--- src/rtl/adder_share_pkg.sv ---
// Shared types for the time-shared adder: FSM state encoding and the
// round-robin pick helper used by the requester arbiter.
package adder_share_pkg;

    typedef enum logic [1:0] {
        IDLE = 2'd0,
        CALC = 2'd1,
        RESP = 2'd2
    } adder_share_state_e;

    localparam int RR_MAX_REQ = 16;
    localparam int RR_IDX_W   = 4;

    typedef struct packed {
        logic                found;
        logic [RR_IDX_W-1:0] idx;
    } rr_pick_t;

    // Valid bits above the real requester count are tied low, so wrapping
    // modulo 16 yields the same winner as wrapping modulo REQ_NUM.
    function automatic rr_pick_t rr_pick(input logic [RR_MAX_REQ-1:0] valid,
                                         input logic [RR_IDX_W-1:0]   ptr);
        rr_pick_t            pick;
        logic [RR_IDX_W-1:0] k;
        pick = '0;
        for (int i = RR_MAX_REQ - 1; i >= 0; i--) begin
            k = ptr + RR_IDX_W'(i);
            if (valid[k]) begin
                pick.found = 1'b1;
                pick.idx   = k;
            end
        end
        return pick;
    endfunction

endpackage

--- src/rtl/adder_nnbit_ahead_serial.sv ---
// DATA_WIDTH adder built from 4-bit carry-lookahead groups whose group
// carries ripple serially from the least-significant group upward.
module adder_nnbit_ahead_serial #(
    parameter int DATA_WIDTH = 8
) (
    input  logic [DATA_WIDTH-1:0] num_a,
    input  logic [DATA_WIDTH-1:0] num_b,
    input  logic                  cry_in,
    output logic [DATA_WIDTH-1:0] res,
    output logic                  cry_out
);

    localparam int GRP_NUM = DATA_WIDTH / 4;

    if ((DATA_WIDTH % 4) != 0 || DATA_WIDTH < 4) begin : g_width_check
        $error("adder_nnbit_ahead_serial: DATA_WIDTH must be a multiple of 4 and >= 4");
    end

    for (genvar gi = 0; gi < GRP_NUM; gi++) begin : g_grp
        logic [3:0] g;
        logic [3:0] p;
        logic       cin_g;
        logic       c1, c2, c3;
        logic       cout_g;

        if (gi == 0) begin : g_first
            assign cin_g = cry_in;
        end else begin : g_chain
            assign cin_g = g_grp[gi-1].cout_g;
        end

        assign g = num_a[gi*4 +: 4] & num_b[gi*4 +: 4];
        assign p = num_a[gi*4 +: 4] ^ num_b[gi*4 +: 4];

        // Every group carry is a flat sum of products of g/p and the group carry-in.
        assign c1     = g[0] | (p[0] & cin_g);
        assign c2     = g[1] | (p[1] & g[0]) | (p[1] & p[0] & cin_g);
        assign c3     = g[2] | (p[2] & g[1]) | (p[2] & p[1] & g[0])
                      | (p[2] & p[1] & p[0] & cin_g);
        assign cout_g = g[3] | (p[3] & g[2]) | (p[3] & p[2] & g[1])
                      | (p[3] & p[2] & p[1] & g[0])
                      | (p[3] & p[2] & p[1] & p[0] & cin_g);

        assign res[gi*4 +: 4] = p ^ {c3, c2, c1, cin_g};
    end

    assign cry_out = g_grp[GRP_NUM-1].cout_g;

endmodule

--- src/rtl/adder_rr_arbiter.sv ---
// Round-robin requester pick with a registered search pointer; the pointer
// advances past the served requester when the owner's response completes.
module adder_rr_arbiter
    import adder_share_pkg::*;
#(
    parameter int REQ_NUM = 4
) (
    input  logic                       clk,
    input  logic                       srst,
    input  logic [REQ_NUM-1:0]         req_valid,
    output logic                       grant_found,
    output logic [$clog2(REQ_NUM)-1:0] grant_id,
    input  logic                       advance,
    input  logic [$clog2(REQ_NUM)-1:0] advance_id
);

    localparam int ID_W = $clog2(REQ_NUM);

    if (REQ_NUM < 2 || REQ_NUM > RR_MAX_REQ) begin : g_req_check
        $error("adder_rr_arbiter: REQ_NUM must be in 2..16");
    end

    logic [ID_W-1:0] ptr_reg;
    rr_pick_t        pick;

    always_ff @(posedge clk) begin
        if (srst) begin
            ptr_reg <= '0;
        end else if (advance) begin
            ptr_reg <= (advance_id == ID_W'(REQ_NUM - 1)) ? '0 : advance_id + ID_W'(1);
        end
    end

    always_comb begin
        pick        = rr_pick(RR_MAX_REQ'(req_valid), RR_IDX_W'(ptr_reg));
        grant_found = pick.found;
        grant_id    = ID_W'(pick.idx);
    end

endmodule

--- src/rtl/adder_nnbit_share_arbiter.sv ---
// Time-shares one serial-lookahead adder among REQ_NUM valid/ready clients:
// grant in IDLE, add from registered operands in CALC, hold the result in RESP.
module adder_nnbit_share_arbiter
    import adder_share_pkg::*;
#(
    parameter int DATA_WIDTH = 8,
    parameter int REQ_NUM    = 4
) (
    input  logic                          i_clk,
    input  logic                          i_rst,
    input  logic [REQ_NUM-1:0]            i_req_valid,
    output logic [REQ_NUM-1:0]            o_req_ready,
    input  logic [REQ_NUM*DATA_WIDTH-1:0] i_req_num_a,
    input  logic [REQ_NUM*DATA_WIDTH-1:0] i_req_num_b,
    input  logic [REQ_NUM-1:0]            i_req_cry,
    output logic [REQ_NUM-1:0]            o_rsp_valid,
    input  logic [REQ_NUM-1:0]            i_rsp_ready,
    output logic [DATA_WIDTH-1:0]         o_rsp_res,
    output logic                          o_rsp_cry,
    output logic [$clog2(REQ_NUM)-1:0]    o_rsp_id,
    output logic                          o_busy
);

    localparam int ID_W = $clog2(REQ_NUM);

    if ((DATA_WIDTH % 4) != 0 || DATA_WIDTH < 4) begin : g_width_check
        $error("adder_nnbit_share_arbiter: DATA_WIDTH must be a multiple of 4 and >= 4");
    end

    adder_share_state_e    state_reg, state_next;
    logic [DATA_WIDTH-1:0] a_reg, b_reg, res_reg;
    logic                  cin_reg, cry_reg;
    logic [ID_W-1:0]       id_reg;

    logic                  grant_found;
    logic [ID_W-1:0]       grant_id;
    logic                  req_fire, rsp_fire;
    logic [DATA_WIDTH-1:0] sum;
    logic                  sum_cry;

    adder_rr_arbiter #(
        .REQ_NUM(REQ_NUM)
    ) u_arb (
        .clk        (i_clk),
        .srst       (i_rst),
        .req_valid  (i_req_valid),
        .grant_found(grant_found),
        .grant_id   (grant_id),
        .advance    (rsp_fire),
        .advance_id (id_reg)
    );

    // Fed only from registers, so the carry chain never sees requester logic.
    adder_nnbit_ahead_serial #(
        .DATA_WIDTH(DATA_WIDTH)
    ) u_adder (
        .num_a  (a_reg),
        .num_b  (b_reg),
        .cry_in (cin_reg),
        .res    (sum),
        .cry_out(sum_cry)
    );

    always_comb begin
        state_next  = state_reg;
        req_fire    = 1'b0;
        rsp_fire    = 1'b0;
        o_req_ready = '0;
        case (state_reg)
            IDLE: begin
                if (grant_found) begin
                    o_req_ready[grant_id] = 1'b1;
                    req_fire              = 1'b1;
                    state_next            = CALC;
                end
            end
            CALC: state_next = RESP;
            RESP: begin
                if (i_rsp_ready[id_reg]) begin
                    rsp_fire   = 1'b1;
                    state_next = IDLE;
                end
            end
            default: state_next = IDLE;
        endcase
    end

    always_ff @(posedge i_clk) begin
        if (i_rst) begin
            state_reg <= IDLE;
            a_reg     <= '0;
            b_reg     <= '0;
            cin_reg   <= 1'b0;
            id_reg    <= '0;
            res_reg   <= '0;
            cry_reg   <= 1'b0;
        end else begin
            state_reg <= state_next;
            if (req_fire) begin
                a_reg   <= i_req_num_a[grant_id*DATA_WIDTH +: DATA_WIDTH];
                b_reg   <= i_req_num_b[grant_id*DATA_WIDTH +: DATA_WIDTH];
                cin_reg <= i_req_cry[grant_id];
                id_reg  <= grant_id;
            end
            if (state_reg == CALC) begin
                res_reg <= sum;
                cry_reg <= sum_cry;
            end
        end
    end

    always_comb begin
        o_rsp_valid = '0;
        if (state_reg == RESP) begin
            o_rsp_valid[id_reg] = 1'b1;
        end
    end

    assign o_rsp_res = res_reg;
    assign o_rsp_cry = cry_reg;
    assign o_rsp_id  = id_reg;
    assign o_busy    = (state_reg != IDLE);

endmodule

--- config.mk ---
export PLATFORM = sky130hd
export DESIGN_NAME = adder_nnbit_share_arbiter
export DESIGN_NICKNAME = d
export VERILOG_FILES = /design/src/rtl/adder_share_pkg.sv /design/src/rtl/adder_nnbit_ahead_serial.sv /design/src/rtl/adder_rr_arbiter.sv /design/src/rtl/adder_nnbit_share_arbiter.sv
export SDC_FILE = /design/constraint.sdc
export NUM_CORES = 1
export LEC_CHECK = 0
export ABC_AREA = 1
export CAP_MARGIN = 20
export CORE_ASPECT_RATIO = 1.4
export CORE_MARGIN = 4
export CORE_UTILIZATION = 30
export CTS_BUF_LIST = sky130_fd_sc_hd__clkbuf_8 sky130_fd_sc_hd__clkbuf_16
export CTS_CLUSTER_DIAMETER = 100
export DETAILED_ROUTE_END_ITERATION = 7
export PLACE_DENSITY_LB_ADDON = 0.05
export SETUP_SLACK_MARGIN = 0.02
export SLEW_MARGIN = 20
export SYNTH_ARGS = -nofsm -noshare
export SYNTH_HDL_FRONTEND = slang
export SYNTH_SLANG_ARGS = --single-unit
--- constraint.sdc ---
create_clock -name i_clk -period 3.48 [get_ports i_clk]
set_clock_uncertainty 0.15 [all_clocks]
set_input_delay 0.696 -clock i_clk [delete_from_list [all_inputs] [get_ports i_clk]]
set_output_delay 0.696 -clock i_clk [all_outputs]
set_load 0.03 [all_outputs]
[After elaboration in Yosys (flattened, before gate mapping)]
Index checks and enable logic that the tools add are counted.
W data, S select, Z words.
Storage, ports and cells
  memories: 0
  logic and storage cells: 181
  ROM bits: 0
  latch bits: 0
  output and inout port bits: 20
  bits in writable memories: 0
  register bits: 32
  bits of input ports: 78
Cells by class
  divide/modulo/power cells: 0
  magnitude comparators: 20
  reduce and logical (&&, ||, !) cells: 5
  multipliers: 0
  eq/ne operators: 5
  shift operators: 2
  add/sub/neg operators: 16
  bitwise operators: 58
  mux-type cells: 67
Operators by type and width (count)
  $mux W5: 16
  $lt A4 B5 Y1 const B: 15
  $shiftx A32 B6 Y8: 2
  $bmux W1 S4: 15
  $and A1 B1 Y1: 32
  $mux W1: 24
  $or A1 B1 Y1: 20
  $add A2 B3 Y4 const B: 4
  $add A2 B4 Y4 const B: 4
  $xor A4 B4 Y4: 4
  $mux W4: 3
  $add A3 B3 Y4 const B: 2
  $and A4 B4 Y4: 2
  $add A2 B2 Y3 const B: 2
  $bmux W1 S2: 3
  $lt A2 B3 Y1 const B: 2
  $mux W2: 3
  $pmux W2 S3: 1
  $lt A2 B5 Y1 const B: 1
  $add A3 B1 Y4 const B: 1
  $add A3 B2 Y4 const B: 1
  $demux W1 S2: 2
  $eq A2 B2 Y1 const B: 2
  $ge A2 B1 Y1 const B: 2
  9 further kinds: 10

[Longest topological paths before layout]
Gate-level depths: netlist (run 1).
  depth after elaboration: 25
  gate-level depth with buffers: 18
  gate-level depth less buffers: 16

[Hierarchy]
A second synthesis (run 1) with hierarchy kept.
Second synthesis, totals
  cell total of the unflattened synthesis: 423
  area total of the unflattened synthesis: 2544.9 µm²
Modules (own cells, without submodules)
  adder_nnbit_share_arbiter: instances 1, area an instance 1804.2 µm², cells an instance 300, sequential area each 600.6 µm²
  adder_rr_arbiter: instances 1, area an instance 377.9 µm², cells an instance 66, sequential area each 40.0 µm²
  adder_nnbit_ahead_serial: instances 1, area an instance 362.8 µm², cells an instance 57, sequential area each 0.0 µm²

[Worst setup path before layout (run 1)]
OpenSTA, ideal clock, no wires.
  path kind: register -> output
  from: register u_arb.ptr_reg[0]
  to: output port o_req_ready[1]
  path buffers: 2
  stages on the path, launching flop included: 15
  arrival: 2.445 ns
  required time: 2.634 ns
  setup slack: 0.189 ns
  path through: dfxtp_1 -> inv_2 -> ha_1 -> inv_1 -> nand3_1 -> nand3_2 -> nand2_1 -> nand2_1 -> nand2_1 -> nand2_1 -> nand2_1 -> nand2_1 -> buf_6 -> buf_6 -> nor3_1
Between the ends
  cells in the longest elaborated chain, start to end: 25
  elaborated cells on any way between the ends: 70
  those cells by class: 15 x add/sub; 2 x order compare; 52 x mux; 1 x reduce/logical
Ends and longest elaborated chain
  start, declared: RTL line adder_rr_arbiter.sv:23  | logic [ID_W-1:0] ptr_reg;
  start signal, assigned: RTL line adder_rr_arbiter.sv:30  | ptr_reg <= (advance_id == ID_W'(REQ_NUM - 1)) ? '0 : advance_id + ID_W'(1);
  $add A3 B1 Y4: RTL line adder_share_pkg.sv:27  | k = ptr + RR_IDX_W'(i);
  $bmux W1 S4: RTL line adder_share_pkg.sv:28  | if (valid[k]) begin
  $mux W1 (implied by the code): RTL line adder_share_pkg.sv:28
  $mux W5 (15 in a row): RTL line adder_share_pkg.sv:28
  $mux W5 (*): RTL line adder_share_pkg.sv:28
  $lt A2 B3 Y1 (implied by the code) / $ge A2 B1 Y1 (equally long branches): RTL line adder_nnbit_share_arbiter.sv:72  | o_req_ready[grant_id] = 1'b1;
  $logic_and A1 B1 Y1 (implied by the code): RTL line adder_nnbit_share_arbiter.sv:72
  $mux W1 (implied by the code): RTL line adder_nnbit_share_arbiter.sv:72
  $demux W1 S2: RTL line adder_nnbit_share_arbiter.sv:72
  $mux W4 (*): RTL line adder_nnbit_share_arbiter.sv:71  | if (grant_found) begin
  $mux W4 (*): RTL line adder_nnbit_share_arbiter.sv:69  | case (state_reg)
  end, declared: RTL line adder_nnbit_share_arbiter.sv:12  | output logic [REQ_NUM-1:0] o_req_ready,
Mark *: on every way between the ends. The rest lies on a longest branch, timed or not. The select of a mux whose other input is x is not followed.

[Worst setup path after layout (run 1)]
  from: input port i_req_valid[3]
  to: output port o_req_ready[0]
Between the ends
  cells in the longest elaborated chain, start to end: 24
  elaborated cells on any way between the ends: 55
  those cells by class: 2 x order compare; 52 x mux; 1 x reduce/logical
Ends and longest elaborated chain
  start, declared: RTL line adder_nnbit_share_arbiter.sv:11  | input logic [REQ_NUM-1:0] i_req_valid,
  $bmux W1 S4: RTL line adder_share_pkg.sv:28
  $mux W1 (implied by the code): RTL line adder_share_pkg.sv:28
  $mux W5 (15 in a row): RTL line adder_share_pkg.sv:28
  $mux W5 (*): RTL line adder_share_pkg.sv:28
  $lt A2 B3 Y1 (implied by the code) / $ge A2 B1 Y1 (equally long branches): RTL line adder_nnbit_share_arbiter.sv:72
  $logic_and A1 B1 Y1 (implied by the code): RTL line adder_nnbit_share_arbiter.sv:72
  $mux W1 (implied by the code): RTL line adder_nnbit_share_arbiter.sv:72
  $demux W1 S2: RTL line adder_nnbit_share_arbiter.sv:72
  $mux W4 (*): RTL line adder_nnbit_share_arbiter.sv:71
  $mux W4 (*): RTL line adder_nnbit_share_arbiter.sv:69
Marked as above.

==> results of run 1 <==
[kinds of logic after synthesis]
kind of cell	Yosys count	synth area share [%]
compound gates	35	7.23
buf+inv	123	18.3
xor+xnor	4	1.31
simple gates	255	41.3
fa+ha+maj	16	8.02
flops	32	23.9
[routing by layer]
| layer | up-vias | GRT usage [%] |
|---|---|---|
| met5 | - | 0 |
| met4 | 0 | 4.22 |
| met3 | 10 | 3.43 |
| met2 | 76 | 30.1 |
| met1 | 1286 | 17.2 |
| li1 | 1613 | - |
[worst register-to-register path, cell delays in order (launching register included)]
cell     delay [ns]
dfxtp_1        0.39
inv_1          0.14
ha_4           0.31
inv_1          0.07
nand3_1        0.13
nand3_2        0.10
nand2_1        0.07
nand2_1        0.06
a21oi_1        0.12
nand2_1        0.09
nand2_2        0.12
buf_4          0.35
nand2_1        0.10
nand3_1        0.09
nand3_1        0.15
nand2_1        0.10
inv_1          0.04
[final cells by class]
cell class / count / area (sq um) / share of cell area [%]
Multi-Input combinational cell: 310 / 1570 / 40.5
Clock inverter: 2 / 8.76 / 0.225
Clock buffer: 5 / 125 / 3.22
Tap cell: 105 / 131 / 3.38
Timing Repair Buffer: 105 / 1020 / 26.3
Inverter: 103 / 387 / 9.94
Sequential cell: 32 / 642 / 16.5
[placed cells by master, fill, tap and decap left out, types with 3 or more instances in the layout]
cell type / count
nand3_1: 85
nor2_1: 46
clkbuf_16: 5
nand3b_1: 4
o21ai_0: 9
xor2_1: 3
ha_1: 13
inv_1: 102
buf_4: 12
nand2_1: 108
clkdlybuf4s50_1: 93
a21oi_1: 17
dfxtp_1: 31
[path summary, 6_finish.rpt]
| kind | start | end | slack, ns | cells after the start |
|---|---|---|---|---|
| setup / recovery | i_req_valid[3] | o_req_ready[0] | 0.25 | 12 |
| hold / removal | o_rsp_res[4] | o_rsp_res[4] | 0.34 | 2 |
| setup reg to reg | u_arb.ptr_reg[1] | b_reg[4] | 0.81 | 16 |
| hold reg to reg | o_rsp_res[4] | o_rsp_res[4] | 0.34 | 2 |
[power by group]
part | leakage (uW) | internal, uW | switching (uW)
clock network | 0.0000709 | 256 | 143
registers | 0.000266 | 437 | 46.9
logic | 0.00176 | 366 | 530
total | 0.00209 | 1060 | 720
[per-stage QoR]
stage / worst slack, ns / hold slack [ns] / util, % / instances
3_3_place_gp: 0.186 / 0.331 / 43.1 / 655
3_5_place_dp: 0.159 / 0.334 / 43.1 / 655
5_1_grt: 0.0270 / 0.366 / 44.9 / 662
6_report: 0.246 / 0.337 / 44.9 / 662
4_1_cts: 0.126 / 0.346 / 44.7 / 662
2_1_floorplan: 0.189 / 0.361 / - / 465
[timing repair]
action,in CTS,in global routing
hold buffers,0,0
gates resized for setup,0,4
setup endpoints to repair,0,3
[cells in the mapped netlist, drive strengths merged]
cell    count
a21oi      17
inv       103
ha         14
nand2     110
a21o        1
nand3      87
dfxtp      32
clkbuf      9
nor4        1
buf        11
fa          2
nor3        3
nor2       47
a211oi      2
or2         1
o21bai      1
a31oi       1
nand4       1
and2        1
xnor2       1
o211ai      1
o21ai      11
a32o        1
nand3b      4
xor2        3
==> metrics.cfg, run 1 <==
[setup_path]
worstSetupPathType = in -> out
crit_family = buffers and inverters
start_kind = input pin
crit_required_ns = 2.63
cp_cell_sequence = clkdlybuf4s50_1 -> nand2_1 -> nand3_1 -> nand3_1 -> nand2_1 -> nand2_1 -> a21oi_1 -> nand2_1 -> nand2_2 -> inv_1 -> nor3_2 -> buf_4
arrival_ns = 2.39
cp_max_fo = 6
path_buf_inv = 3
crit_path_end_kind = output pin
slowest_stage = clkdlybuf4s50_1
critPathMostFrequentCell = nand2_1
critPathMaxStageDelay_ns = 0.51

[global_routing]
grt_overflow = 0
grt_usage_pct = 15.9
grt_pass1_wl_microns = 13500
grt_max_degree = 34
antenna_found_initial = 0
first_global_vias = 2987

[sta]
max-slew-margin-rel_pct = 56.1
fin_crit_ns = 3.23
hold_viol = 0
rsz0062_at_grt = no
fin_tns_setup_ns = 0
tightest_slew_ns = 0.657
final.period_utilization_pct = 92.9
clock.fmax_ghz = 0.309
finalMaxSlewViolations = 0
setup_viol = 0

[clock_network]
clk_pin_slew_ns = 0.05
numCtsBuffers = 5
cts_tree = done
postCtsSetupBuffers = 0
clk_latency_ns = 0.27
cts_max_path_buffers = 2
clockRootBuffer = clkbuf_16
ctsHtreeMaxLevel = 2
cts.sinks = 32

[power_and_ir_drop]
total_power_uw = 1780
ir_drop_mv = 0.278
powerDensity_nw_per_um2 = 457
leakage_uw = 0.00209

[floorplanning]
dieArea_sq_um = 10500
io_pins = 98
die_w_microns = 87.9
die_y_microns = 120
rows = 40
core_area_sq_um = 8660
start_util_pct = 31.0

[drt]
top_layer = met4
vias = 2985
initialDrtViolationCount = 86
wl_microns = 8010
wl_met3_microns = 429
dr_wl_met2_microns = 4250
drc = 0
first_pass_iters = 4
wl_per_cell_microns = 12.1
ant_nets = 0
vias_per_cell = 4.51
met1Wirelength_microns = 3210

[final_layout]
final_area_sq_um = 3890
finalNetCount = 651
num-fill-cells = 944
antenna_cells = 0
area_growth_pct = 44.9
drive_above_1_share_pct = 5.21

[synth]
synth_area_sq_um = 2680
syn_nets = 559
synth_seq_area_share_pct = 23.9
synth_seq_cells = 32
ys_types = 31
synth_cells = 465
yosysWarnings = 0
synth_area_leaders = dfxtp_1 (24%), nand3_1 (16%), nand2_1 (15%)
syn_avg_cell_area_sq_um = 5.77
synth_top_area_share_pct = 23.9
yosysTopAreaCell = dfxtp_1

[placed_design]
place.gp.congestion = 0.787
dp_hpwl_microns = 6450
postPlaceCellArea_sq_um = 3730
port_buffers = 97

[run]
cap_violations = 0

[hold_path]
hp-class = reg -> reg

[run_status]
status = finished clean

No activity file was read; power rests on OpenSTA's default activity.
==> run 2: changes to the inputs <==
--- a/config.mk
+++ b/config.mk
@@ -15,6 +15,7 @@
 export DETAILED_ROUTE_END_ITERATION = 7
 export PLACE_DENSITY_LB_ADDON = 0.05
 export SETUP_SLACK_MARGIN = 0.02
+export SKIP_LAST_GASP = 1
 export SLEW_MARGIN = 20
 export SYNTH_ARGS = -nofsm -noshare
 export SYNTH_HDL_FRONTEND = slang
==> results of run 2 <==
The final DEF is identical to that of run 1; final timing and power are the same.
==> run 3: changes to the inputs <==
--- a/config.mk
+++ b/config.mk
@@ -6,6 +6,7 @@
 export NUM_CORES = 1
 export LEC_CHECK = 0
 export ABC_AREA = 1
+export ABC_CLOCK_PERIOD_IN_PS = 3480
 export CAP_MARGIN = 20
 export CORE_ASPECT_RATIO = 1.4
 export CORE_MARGIN = 4
@@ -13,7 +14,7 @@
 export CTS_BUF_LIST = sky130_fd_sc_hd__clkbuf_8 sky130_fd_sc_hd__clkbuf_16
 export CTS_CLUSTER_DIAMETER = 100
 export DETAILED_ROUTE_END_ITERATION = 7
-export PLACE_DENSITY_LB_ADDON = 0.05
+export PLACE_DENSITY = 0.68
 export SETUP_SLACK_MARGIN = 0.02
 export SKIP_LAST_GASP = 1
 export SLEW_MARGIN = 20
==> metrics.cfg, run 3 (synthesis gave the netlist of run 1 again) <==
[setup_path]
worstSetupPathType = in -> out
crit_required_ns = 2.63  ; about the same
crit_path_end_kind = output pin
arrival_ns = 2.46  ; +0.07 ns
start_kind = input pin
cp_max_fo = 5  ; -1

[sta]
final.period_utilization_pct = 94.9  ; +2.0 points
setup_viol = 0  ; unchanged
hold_viol = 0  ; unchanged
fin_crit_ns = 3.30  ; +0.0695 ns
setup_ws_ns = 0.177  ; -0.0695 ns
tightest_slew_ns = 0.528  ; -0.128 ns
finalMaxSlewViolations = 0  ; unchanged
fin_tns_setup_ns = 0  ; unchanged
clock.fmax_ghz = 0.303  ; -2.1%
max-slew-margin-rel_pct = 64.7  ; +8.6 points
rsz0062_at_grt = no

[clock_network]
cts.sinks = 32  ; unchanged
cts_tree = done
ctsHoldBuffers = 0  ; unchanged
clockRootBuffer = clkbuf_16
ctsHtreeMaxLevel = 2  ; unchanged
numCtsBuffers = 5  ; unchanged
clk_pin_slew_ns = 0.05  ; about the same
cts_max_path_buffers = 2  ; unchanged
clk_latency_ns = 0.27  ; about the same

[drt]
wl_microns = 7390  ; -7.7%
vias = 2947  ; -1.3%
first_pass_iters = 4  ; unchanged
wl_per_cell_microns = 11.1  ; -7.9%
drc = 0  ; unchanged
vias_per_cell = 4.44  ; -1.4%
initialDrtViolationCount = 103  ; +20%
ant_nets = 0  ; unchanged

[global_routing]
grt_usage_pct = 13.7  ; -2.2 points
first_global_vias = 2805  ; -6.1%
grt_pass1_wl_microns = 11900  ; -12%
antenna_found_initial = 0  ; unchanged
grt_max_degree = 36  ; +5.9%
grt_overflow = 0  ; unchanged

[placed_design]
place_ws_ns = 0.177  ; +0.0185 ns
dp_hpwl_microns = 5940  ; -8.0%
place.gp.congestion = 0.826  ; +4.9%
port_buffers = 97  ; unchanged

[final_layout]
area_growth_pct = 44.7
final_util_pct = 44.9  ; -0.058 points
final_common_cell = nand2_1
antenna_cells = 0  ; unchanged
drive_above_1_share_pct = 5.02  ; -0.19 points
mostFrequentLayoutCells = nand2_1 (109), inv_1 (101), clkdlybuf4s50_1 (93)
finalNetCount = 651  ; unchanged

[floorplanning]
die_w_microns = 87.9  ; unchanged
rows = 40  ; unchanged
core_area_sq_um = 8660  ; unchanged
start_util_pct = 31.0  ; unchanged
io_pins = 98  ; unchanged
die_y_microns = 120  ; unchanged
dieArea_sq_um = 10500  ; unchanged

[run_status]
status = finished clean

[power_and_ir_drop]
powerDensity_nw_per_um2 = 460  ; +0.59%
leakage_uw = 0.00210  ; +0.15%
total_power_uw = 1790  ; +0.46%
ir_drop_mv = 0.175  ; -37%

[run]
cap_violations = 0  ; unchanged

[hold_path]
hp-class = reg -> reg

## run 3: changes by cell type in the layout (fill, tap and decap cells not counted), sizes merged
cell    previous run  this run
inv              104       103
clkbuf             5         6
clkinv             1         2
## run 3: worst paths after layout
check | start | end | slack, ns | cells after the start
worst max-delay path | i_req_valid[2] | o_req_ready[0] | 0.18 | 12
worst min-delay path | o_rsp_res[4] | o_rsp_res[4] | 0.34 | 2
worst max register to register | u_arb.ptr_reg[1] | b_reg[1] | 0.82 | 16
worst min register to register | o_rsp_res[4] | o_rsp_res[4] | 0.34 | 2
## run 3: metal layers
layer | GRT usage (%) | share of wire [%]
met5 | 0 | 0
met4 | 4.80 | 1.2
met3 | 3.09 | 6.9
met2 | 23.7 | 49
met1 | 16.2 | 43
## run 3: layout make-up
cell class                 count  area [sq um]
sequential                    32           642
fill                         913          4770
inverter                     103           387
clock buffer                   6           139
multi-input combinational    310          1550
timing repair buffer         105          1020
clock inverter                 2          10.0
tap                          105           131
## run 3: worst max-delay path, cell delays in order
cell,delay (ns)
clkdlybuf4s50_1,0.50
nand2_1,0.11
nand3_1,0.12
nand3_1,0.11
nand2_1,0.09
nand2_1,0.07
a21oi_1,0.12
nand2_1,0.08
nand2_1,0.12
inv_1,0.10
nor3_1,0.14
buf_4,0.19
## run 3: timing repair
item,CTS,global route
buffers inserted,0,0
setup endpoints to repair,0,1
gates resized for setup,0,1
## run 3: through the flow
stage | area (sq um) | cells | hold slack (ns)
global placement | 3730 | 655 | 0.333
detailed placement | 3730 | 655 | 0.338
finish | 3880 | 663 | 0.341
global route | 3880 | 663 | 0.389
floorplan | 2680 | 465 | 0.361
CTS | 3880 | 663 | 0.348
## run 3: power breakdown
group	internal (uW)	switching, uW	leakage, uW
logic	362	511	0.00175
clock network	281	146	0.0000766
registers	437	50.0	0.000266
total	1080	707	0.00210
